**config.mk**
```make
export PLATFORM = sky130hd
export DESIGN_NAME = station_scheduler
export DESIGN_NICKNAME = d
export VERILOG_FILES = /design/src/rtl/ahs_pkg.sv /design/src/rtl/tick_prescaler.sv /design/src/rtl/station_scheduler.sv
export SDC_FILE = /design/constraint.sdc
export NUM_CORES = 1
export LEC_CHECK = 0
export BUFFER_PORTS_ARGS = -buffer_cell sky130_fd_sc_hd__buf_2
export CAP_MARGIN = 10
export CORE_MARGIN = 4
export CORE_UTILIZATION = 54
export CTS_CLUSTER_DIAMETER = 80
export DETAILED_ROUTE_END_ITERATION = 6
export GPL_ROUTABILITY_DRIVEN = 0
export PLACE_DENSITY_LB_ADDON = 0.15
export RECOVER_POWER = 100
export SLEW_MARGIN = 25
export SYNTH_ARGS = -nofsm -noshare
export SYNTH_HDL_FRONTEND = slang
export SYNTH_SLANG_ARGS = --single-unit
```
**constraint.sdc**
```tcl
create_clock -name clock -period 2.94 [get_ports clock]
set_input_delay 0.294 -clock clock [delete_from_list [all_inputs] [get_ports clock]]
set_output_delay 0.294 -clock clock [all_outputs]
set_load 0.005 [all_outputs]
```
**src/rtl/ahs_pkg.sv**
```systemverilog
// Shared types and helpers for the AHS vehicle control blocks.
package ahs_pkg;

  localparam int SERVICE_W = 16;

  typedef enum logic [1:0] {
    IDLE   = 2'd0,
    TRAVEL = 2'd1,
    DWELL  = 2'd2,
    CLOSE  = 2'd3
  } state_t;

  // Bits needed to hold an index 0..n-1, never less than one bit.
  function automatic int idx_width(input int n);
    return (n <= 2) ? 1 : $clog2(n);
  endfunction

endpackage

```
**src/rtl/tick_prescaler.sv**
```systemverilog
// Free-running divider producing a one-cycle tick enable every TICK_DIV clocks.
module tick_prescaler
  import ahs_pkg::*;
#(
  parameter int TICK_DIV = 65536
) (
  input  logic clock,
  input  logic reset,
  output logic tick
);

  localparam int            DW   = idx_width(TICK_DIV);
  localparam logic [DW-1:0] LAST = DW'(TICK_DIV - 1);

  logic [DW-1:0] div_cnt;

  // Count 0..TICK_DIV-1 and wrap; nothing else ever restarts this counter.
  always_ff @(posedge clock or posedge reset) begin
    if (reset) begin
      div_cnt <= '0;
    end else if (div_cnt == LAST) begin
      div_cnt <= '0;
    end else begin
      div_cnt <= div_cnt + 1'b1;
    end
  end

  assign tick = (div_cnt == LAST);

endmodule

```
**src/rtl/station_scheduler.sv**
```systemverilog
// Single-vehicle loop scheduler: latches stop requests, hops one station per
// travel period and dwells with doors open wherever a request is pending.
// Optional build macro SERVICE_COUNTER_EN adds a saturating dwell-entry counter;
// without it service_count reads zero.
module station_scheduler
  import ahs_pkg::*;
#(
  parameter int N_STATIONS   = 8,
  parameter int TICK_DIV     = 65536,
  parameter int TRAVEL_TICKS = 4,
  parameter int DWELL_TICKS  = 2
) (
  input  logic                          clock,
  input  logic                          reset,
  input  logic [N_STATIONS-1:0]         stop_req,
  input  logic                          hold,
  output logic                          tick,
  output logic [$clog2(N_STATIONS)-1:0] current_station,
  output logic                          moving,
  output logic                          doors_open,
  output logic [N_STATIONS-1:0]         pending,
  output logic [SERVICE_W-1:0]          service_count
);

  localparam int            SW    = idx_width(N_STATIONS);
  localparam int            TW    = idx_width(TRAVEL_TICKS);
  localparam int            DW    = idx_width(DWELL_TICKS);
  localparam logic [SW-1:0] SLAST = SW'(N_STATIONS - 1);
  localparam logic [TW-1:0] TLAST = TW'(TRAVEL_TICKS - 1);
  localparam logic [DW-1:0] DLAST = DW'(DWELL_TICKS - 1);

  state_t                  state, state_nx;
  logic [SW-1:0]           station_nx, next_station;
  logic [TW-1:0]           travel_cnt, travel_nx;
  logic [DW-1:0]           dwell_cnt, dwell_nx;
  logic [N_STATIONS-1:0]   pending_nx, clr;

  tick_prescaler #(
    .TICK_DIV(TICK_DIV)
  ) u_prescaler (
    .clock(clock),
    .reset(reset),
    .tick (tick)
  );

  // Next-state logic; the current station's request is cleared while the doors are open.
  always_comb begin
    state_nx     = state;
    station_nx   = current_station;
    travel_nx    = travel_cnt;
    dwell_nx     = dwell_cnt;
    clr          = '0;
    next_station = (current_station == SLAST) ? '0 : current_station + 1'b1;
    case (state)
      IDLE: begin
        if (pending[current_station]) begin
          state_nx             = DWELL;
          dwell_nx             = '0;
          clr[current_station] = 1'b1;
        end else if (pending != '0) begin
          state_nx  = TRAVEL;
          travel_nx = '0;
        end
      end
      TRAVEL: begin
        if (tick) begin
          if (travel_cnt == TLAST) begin
            travel_nx  = '0;
            station_nx = next_station;
            if (pending[next_station] | stop_req[next_station]) begin
              state_nx = DWELL;
              dwell_nx = '0;
            end
          end else begin
            travel_nx = travel_cnt + 1'b1;
          end
        end
      end
      DWELL: begin
        clr[current_station] = 1'b1;
        if (tick) begin
          if (dwell_cnt == DLAST) begin
            if (!hold) begin
              state_nx = CLOSE;
            end
          end else begin
            dwell_nx = dwell_cnt + 1'b1;
          end
        end
      end
      CLOSE: begin
        if (tick) begin
          state_nx = IDLE;
        end
      end
      default: state_nx = IDLE;
    endcase
    pending_nx = (pending | stop_req) & ~clr;
  end

  // State, position, timers and latched requests; reset aborts to a parked vehicle.
  always_ff @(posedge clock or posedge reset) begin
    if (reset) begin
      state           <= IDLE;
      current_station <= '0;
      travel_cnt      <= '0;
      dwell_cnt       <= '0;
      pending         <= '0;
    end else begin
      state           <= state_nx;
      current_station <= station_nx;
      travel_cnt      <= travel_nx;
      dwell_cnt       <= dwell_nx;
      pending         <= pending_nx;
    end
  end

  assign moving     = (state == TRAVEL);
  assign doors_open = (state == DWELL);

`ifdef SERVICE_COUNTER_EN
  logic                 dwell_entry;
  logic [SERVICE_W-1:0] svc_cnt;

  assign dwell_entry = (state_nx == DWELL) && (state != DWELL);

  // Count arrivals into DWELL, holding at all-ones rather than wrapping.
  always_ff @(posedge clock or posedge reset) begin
    if (reset) begin
      svc_cnt <= '0;
    end else if (dwell_entry && (svc_cnt != '1)) begin
      svc_cnt <= svc_cnt + 1'b1;
    end
  end

  assign service_count = svc_cnt;
`else
  assign service_count = '0;
`endif

endmodule
```
# After elaboration in Yosys (flattened, before gate mapping)
# Index checks and enable logic that the tools add are counted.
[totals]
romBits = 0
in_bits = 11
ram_bits = 0
elab_cells = 77
output_inout_bits = 30
mem_count = 0
ff_bits = 32
latchBits = 0
[classes]
n_bitwise = 4
n_addsub = 4
div_mod_pow = 0
shift = 0
magnitude_cmp = 3
n_eq_ne = 17
reduce_logical = 9
n_mux = 34
multipliers = 0
[ops]
columns = ["op", "n"]
rows = [
  ["two-way mux 2 bit", 13],
  ["adder 16 x 1 -> 16 bit, second input constant", 1],
  ["== test 16 bit, second input constant", 1],
  ["two-way mux 16 bit", 1],
  ["case mux 8 bit (2 select lines)", 1],
  ["inequality test 2 bit, second input constant", 7],
  ["two-way mux 1 bit", 10],
  ["binary-select mux 1 bit (select 3 bit)", 3],
  ["AND 8 bit", 1],
  ["less-than comparator 3 x 4 -> 1 bit, second input constant", 2],
  ["two-way mux 8 bit", 1],
  ["inverter 8 bit", 1],
  ["bitwise OR 8 bit", 1],
  ["case mux 2 bit (4 select lines)", 1],
  ["AND reduction 8 bit", 1],
  ["nonzero test 8 bit", 1],
  ["== test 2 bit, second input constant", 3],
  ["inequality test 2 x 1 -> 1 bit, second input constant", 3],
  ["AND reduction 6 bit", 1],
  ["case mux 2 bit (2 select lines)", 1],
  ["AND reduction 4 bit", 1],
  ["adder 3 x 1 -> 3 bit, second input constant", 1],
  ["demux 1 bit (select 3 bit)", 1],
  ["== test 3 bit, second input constant", 1],
  ["other kinds (13)", 13],
]

# Depth between registers and ports, before layout
[depth]
word_depth = 9
ltp_mapped = 7
ltp_nobuf = 7

# Hierarchy
# From an unflattened synthesis, not the netlist that was laid out.
[hier_totals]
cells_unflattened = 189
hier_area_um2 = 1898.1
[modules_own_cells]
columns = ["mod", "area_each_um2", "seq_area_each_um2", "n_inst", "cells_each"]
rows = [
  ["station_scheduler", 1144.8, 400.4, 1, 118],
  ["tick_prescaler", 753.2, 400.4, 1, 71],
]

# Worst setup path before layout
# OpenSTA, ideal clock, no wires.
[synth_timing]
path_kind = "reg-to-reg"
from = "reg current_station[1]"
to = "reg state[0]"
required_ns = 2.815
n_path_buf = 0
t_arrival_ns = 2.109
slack_ns = 0.706
synth_period_minus_slack_ns = 2.234
setup_time_ns = 0.125
stages_incl_launch_ff = 8
path_cell_list = "dfrtp_1 > ha_1 > ha_1 > and3b_1 > a22o_1 > a221oi_1 > o211ai_1 > mux2_2"
[synth_between]
elab_chain_len = 7
word_cells_on_any_way = 15
cone_classes = "add/sub: 1; eq/ne: 3; mux: 9; bitwise: 1; reduce/logical: 1"
[synth_lines]
columns = ["element", "line", "text"]
rows = [
  ["start: declaration", "station_scheduler.sv:18", "output logic [$clog2(N_STATIONS)-1:0] current_station,"],
  ["start signal: assignment", "station_scheduler.sv:111", "current_station <= station_nx;"],
  ["adder 3 x 1 -> 3 bit or == test 3 bit (tied branches)", "station_scheduler.sv:53", "next_station = (current_station == SLAST) ? '0 : current_station + 1'b1;"],
  ["two-way mux 3 bit (*)", "station_scheduler.sv:53", ""],
  ["via next_station[2]", "station_scheduler.sv:33", "logic [SW-1:0] station_nx, next_station;"],
  ["binary-select mux 1 bit (select 3 bit)", "station_scheduler.sv:70", "if (pending[next_station] | stop_req[next_station]) begin"],
  ["two-way mux 1 bit (implied by the code)", "station_scheduler.sv:70", ""],
  ["bitwise OR 1 bit (*)", "station_scheduler.sv:70", ""],
  ["inequality test 2 x 1 -> 1 bit (no line) (*)", "--", ""],
  ["AND reduction 8 bit (no line) (*)", "--", ""],
  ["end signal: assignment", "station_scheduler.sv:110", "state <= state_nx;"],
  ["end: declaration", "station_scheduler.sv:32", "state_t state, state_nx;"],
]
# Mark *: on every way through the listed nets, which the timed path passes. The rest lies on a longest branch. The select of a mux whose other input is x is not followed.
# A chain may end at the register's enable or synchronous reset.

# Worst setup path in the final report
[layout_timing]
from = "reg u_prescaler.div_cnt[0]"
to = "out tick"
[layout_between]
elab_chain_len = 1
[layout_lines]
columns = ["element", "line", "text"]
rows = [
  ["start: declaration", "tick_prescaler.sv:15", "logic [DW-1:0] div_cnt;"],
  ["start signal: assignment", "tick_prescaler.sv:24", "div_cnt <= div_cnt + 1'b1;"],
  ["== test 16 bit", "tick_prescaler.sv:28", "assign tick = (div_cnt == LAST);"],
  ["end: declaration", "station_scheduler.sv:17", "output logic tick,"],
]
# No other way between the ends.

==> impl_metrics.ini <==
[final_layout]
share_of_layout_cells_above_drive_strength_1_pct = 16.13
nets_finish = 236
insertedDiodeCount = 0
filler_free_cell_count_of_the_finished_design = 263
synthToLayoutAreaGrowth_pct = 7.354

[logic_synthesis]
yosys_register_bits = 32
synth-main-ff-cell = dfrtp_1
synth_seq_area_share_pct = 42.02
synth_edf_count = 0
mappedNetlistArea_mm2 = 0.001906
netlist_instances = 187
syn_area_per_cell_um2 = 10.19
ys.warnings.count = 0
synth_cell_type_count = 45
async_reset_ff_share_pct = 100.0

[power_and_ir_drop]
seq_power_share_pct = 44.0
p_comb_share_pct = 31.8
p_sw_share_pct = 31.25
power_mw = 1.138
power.share.clock_pct = 24.3
p_sw_mw = 0.3556
static-leakage-power_nw = 0.9576
cellInternalPower_mw = 0.7825
power_density_mw_per_mm2 = 556.3
peakVddDrop_mv = 0.2126

[timing]
setup-tns-final_ns = 0
post-route-period-util_pct = 89.08
rsz_0062_raised_after_global_routing = no
timing.slew.headroom_pct = -12.79
max_freq_ghz = 0.3818
finalCriticalPeriod_ns = 2.619
setup_viol = 0
timing_max_transition_violations_final = 33
skew_ns = 0.01077
layout_setup_ws_ns = 0.3209
report.final.hold_viol_count = 0
timing_worst_slew_pin_value_ns = 1.692

[cts]
cts.sink_count = 32
cts_max_level = 2
clock_pin_slew_on_the_worst_setup_and_hold_paths_ns = 0.09
post_cts_resized = 0
postCtsHoldBufs = 0
cts.repair_timing.setup_buffer_count = 0
clk-insertion-delay-late_ns = 0.33
cts.path.max_buffers = 2
clock-root-buffer = clkbuf_4
tritoncts = built
cts_made_buffers = 5

[routing]
antenna_left = 0
routed-via-count = 1437
detailedRoute.firstPassIterationCount = 4
total_routed_wirelength_um = 3817
vias_per_cell = 5.464
drcViolationCount = 0
avgRoutedWirePerCell_um = 14.51
drt_iter0_drc = 75

[critical_path]
timing.critical_path.arrival_ns = 2.33
timing.critical_path.from_type = register
critical_path_capture_point_type = output pin
critical_path_class = reg -> out
worst_ep_required_time_ns = 2.65
crit_path_max_fanout = 7

[placed_design]
place_inst = 256
place.detailed.hpwl_um = 2951
detailedPlace.worstSlack_ns = 0.4013
portBuffers = 24

[floorplanning]
floorplan.initialDensity_pct = 56.66
die_y_um = 67.41
placementRows = 21
design.portCount = 41
die_width_um = 67.41
fp.dieArea_mm2 = 0.004543
design.core.area_mm2 = 0.003363

[flow_run]
maxCapViolCount = 1

[global_route]
overflow = 0
first_pass_grt_wire_length_um = 6354
grt_start_max_net_pins = 33
global_route.usage.total_pct = 18.87
antenna_violations_before_repair = 0
grt_pass1_vias = 1371

[outcome]
violations_in_the_final_reports = capacitance limit, slew limit
outcome = complete, but fails checks

[worst_hold_path]
worstHoldPathType = in -> reg
-- routing by layer --
metal	track usage, %	vias up	wire, µm
li1	-	693	-
met1	24.58	684	1673
met2	29.57	52	1807
met3	5.158	8	255
met4	7.848	0	80
met5	0	-	0
-- final timing paths --
kind,from,endpoint,slack [ns],depth (start not counted)
max reg2reg,current_station[0],state[0],0.41,7
min reg2reg,u_prescaler.div_cnt[0],u_prescaler.div_cnt[0],0.49,1
max,u_prescaler.div_cnt[0],tick,0.32,5
max in group asynchronous,reset,pending[2],1.42,3
min in group asynchronous,reset,state[1],0.54,3
min,stop_req[6],pending[6],0.22,3
-- registers in the layout, summed over array words and instances (netlist names) --
| signal | cells |
|---|---|
| u_prescaler.div_cnt | 16 |
| pending | 8 |
| current_station | 3 |
| state | 2 |
| travel_cnt | 2 |
| dwell_cnt | 1 |
-- logic make-up after synthesis --
kind of cell	Yosys count	synth area share (%)
adders and majority gates	8	5.253
xor gates and xnor gates	12	5.516
and+or+nand+nor	64	19.37
other	1	0.1968
buffers and inverters	28	9.061
AOI/OAI and AO/OA	31	10.97
DFF	32	42.02
muxes	11	7.617
-- power groups by stage --
stage / sequential (mW) / clock (mW) / combinational, mW
floorplan: 0.501 / 0 / 0.298
global placement: 0.506 / 0 / 0.360
detailed placement: 0.511 / 0 / 0.368
CTS: 0.502 / 0.288 / 0.369
global route: 0.507 / 0.311 / 0.408
finish: 0.500 / 0.276 / 0.361
-- cells in the final DEF (no fill, tap or decap), types with 4 or more instances in the layout --
| cell type | instances |
|---|---|
| clkbuf_4 | 5 |
| buf_2 | 13 |
| mux2_2 | 7 |
| nor2_1 | 20 |
| nand4_1 | 6 |
| o21ai_0 | 8 |
| nand2_1 | 8 |
| clkbuf_1 | 12 |
| ha_1 | 8 |
| xor2_1 | 9 |
| a21oi_1 | 9 |
| inv_1 | 11 |
| conb_1 | 16 |
| dfrtp_1 | 32 |
| nand3_1 | 7 |
| nor2b_1 | 4 |
-- worst max-delay path, stage by stage, from the launching register on --
cell and delay (ns):
dfrtp_1 0.39, ha_1 0.22, nand3_1 0.17, or4_1 0.60, nor3_2 0.46, clkbuf_1 0.17
-- Yosys cell counts (all sizes together) (2+ instances only) --
cell     n  share of area, %
nor4     3               1.8
a21oi    9               2.4
buf     17               6.9
ha       8               5.3
nand2    8               1.6
xor2     9               4.1
mux4     2               2.4
a22o     3               1.4
nand4    6               2.3
nor2b    4               1.3
nor2    20               3.9
nand3    7               2.1
o21ai    8               2.1
a31oi    3              0.99
xnor2    3               1.4
and2     3               1.2
inv     11               2.2
dfrtp   32                42
mux2     8               4.7
a311oi   2               1.2
nor3     4               1.3
-- metrics by stage --
stage | utilization (%) | instance area [µm²] | hold slack (ns)
floorplan | - | 1962 | 0.4102
global placement | 59.93 | 2016 | 0.3917
detailed placement | 59.93 | 2016 | 0.4022
CTS | 61.87 | 2081 | 0.02929
global route | 60.83 | 2046 | 0.2206
finish | 60.83 | 2046 | 0.2243
-- area by class of cell --
type	instances	area (µm²)
Inverter	11	41.29
Clock buffer	7	65.06
Timing Repair Buffer	25	110.1
Tap cell	46	57.56
Multi-Input combinational cell	142	970.9
Sequential cell	32	800.8
Fill cell	319	1318
Power figures use the tool's default switching activity.
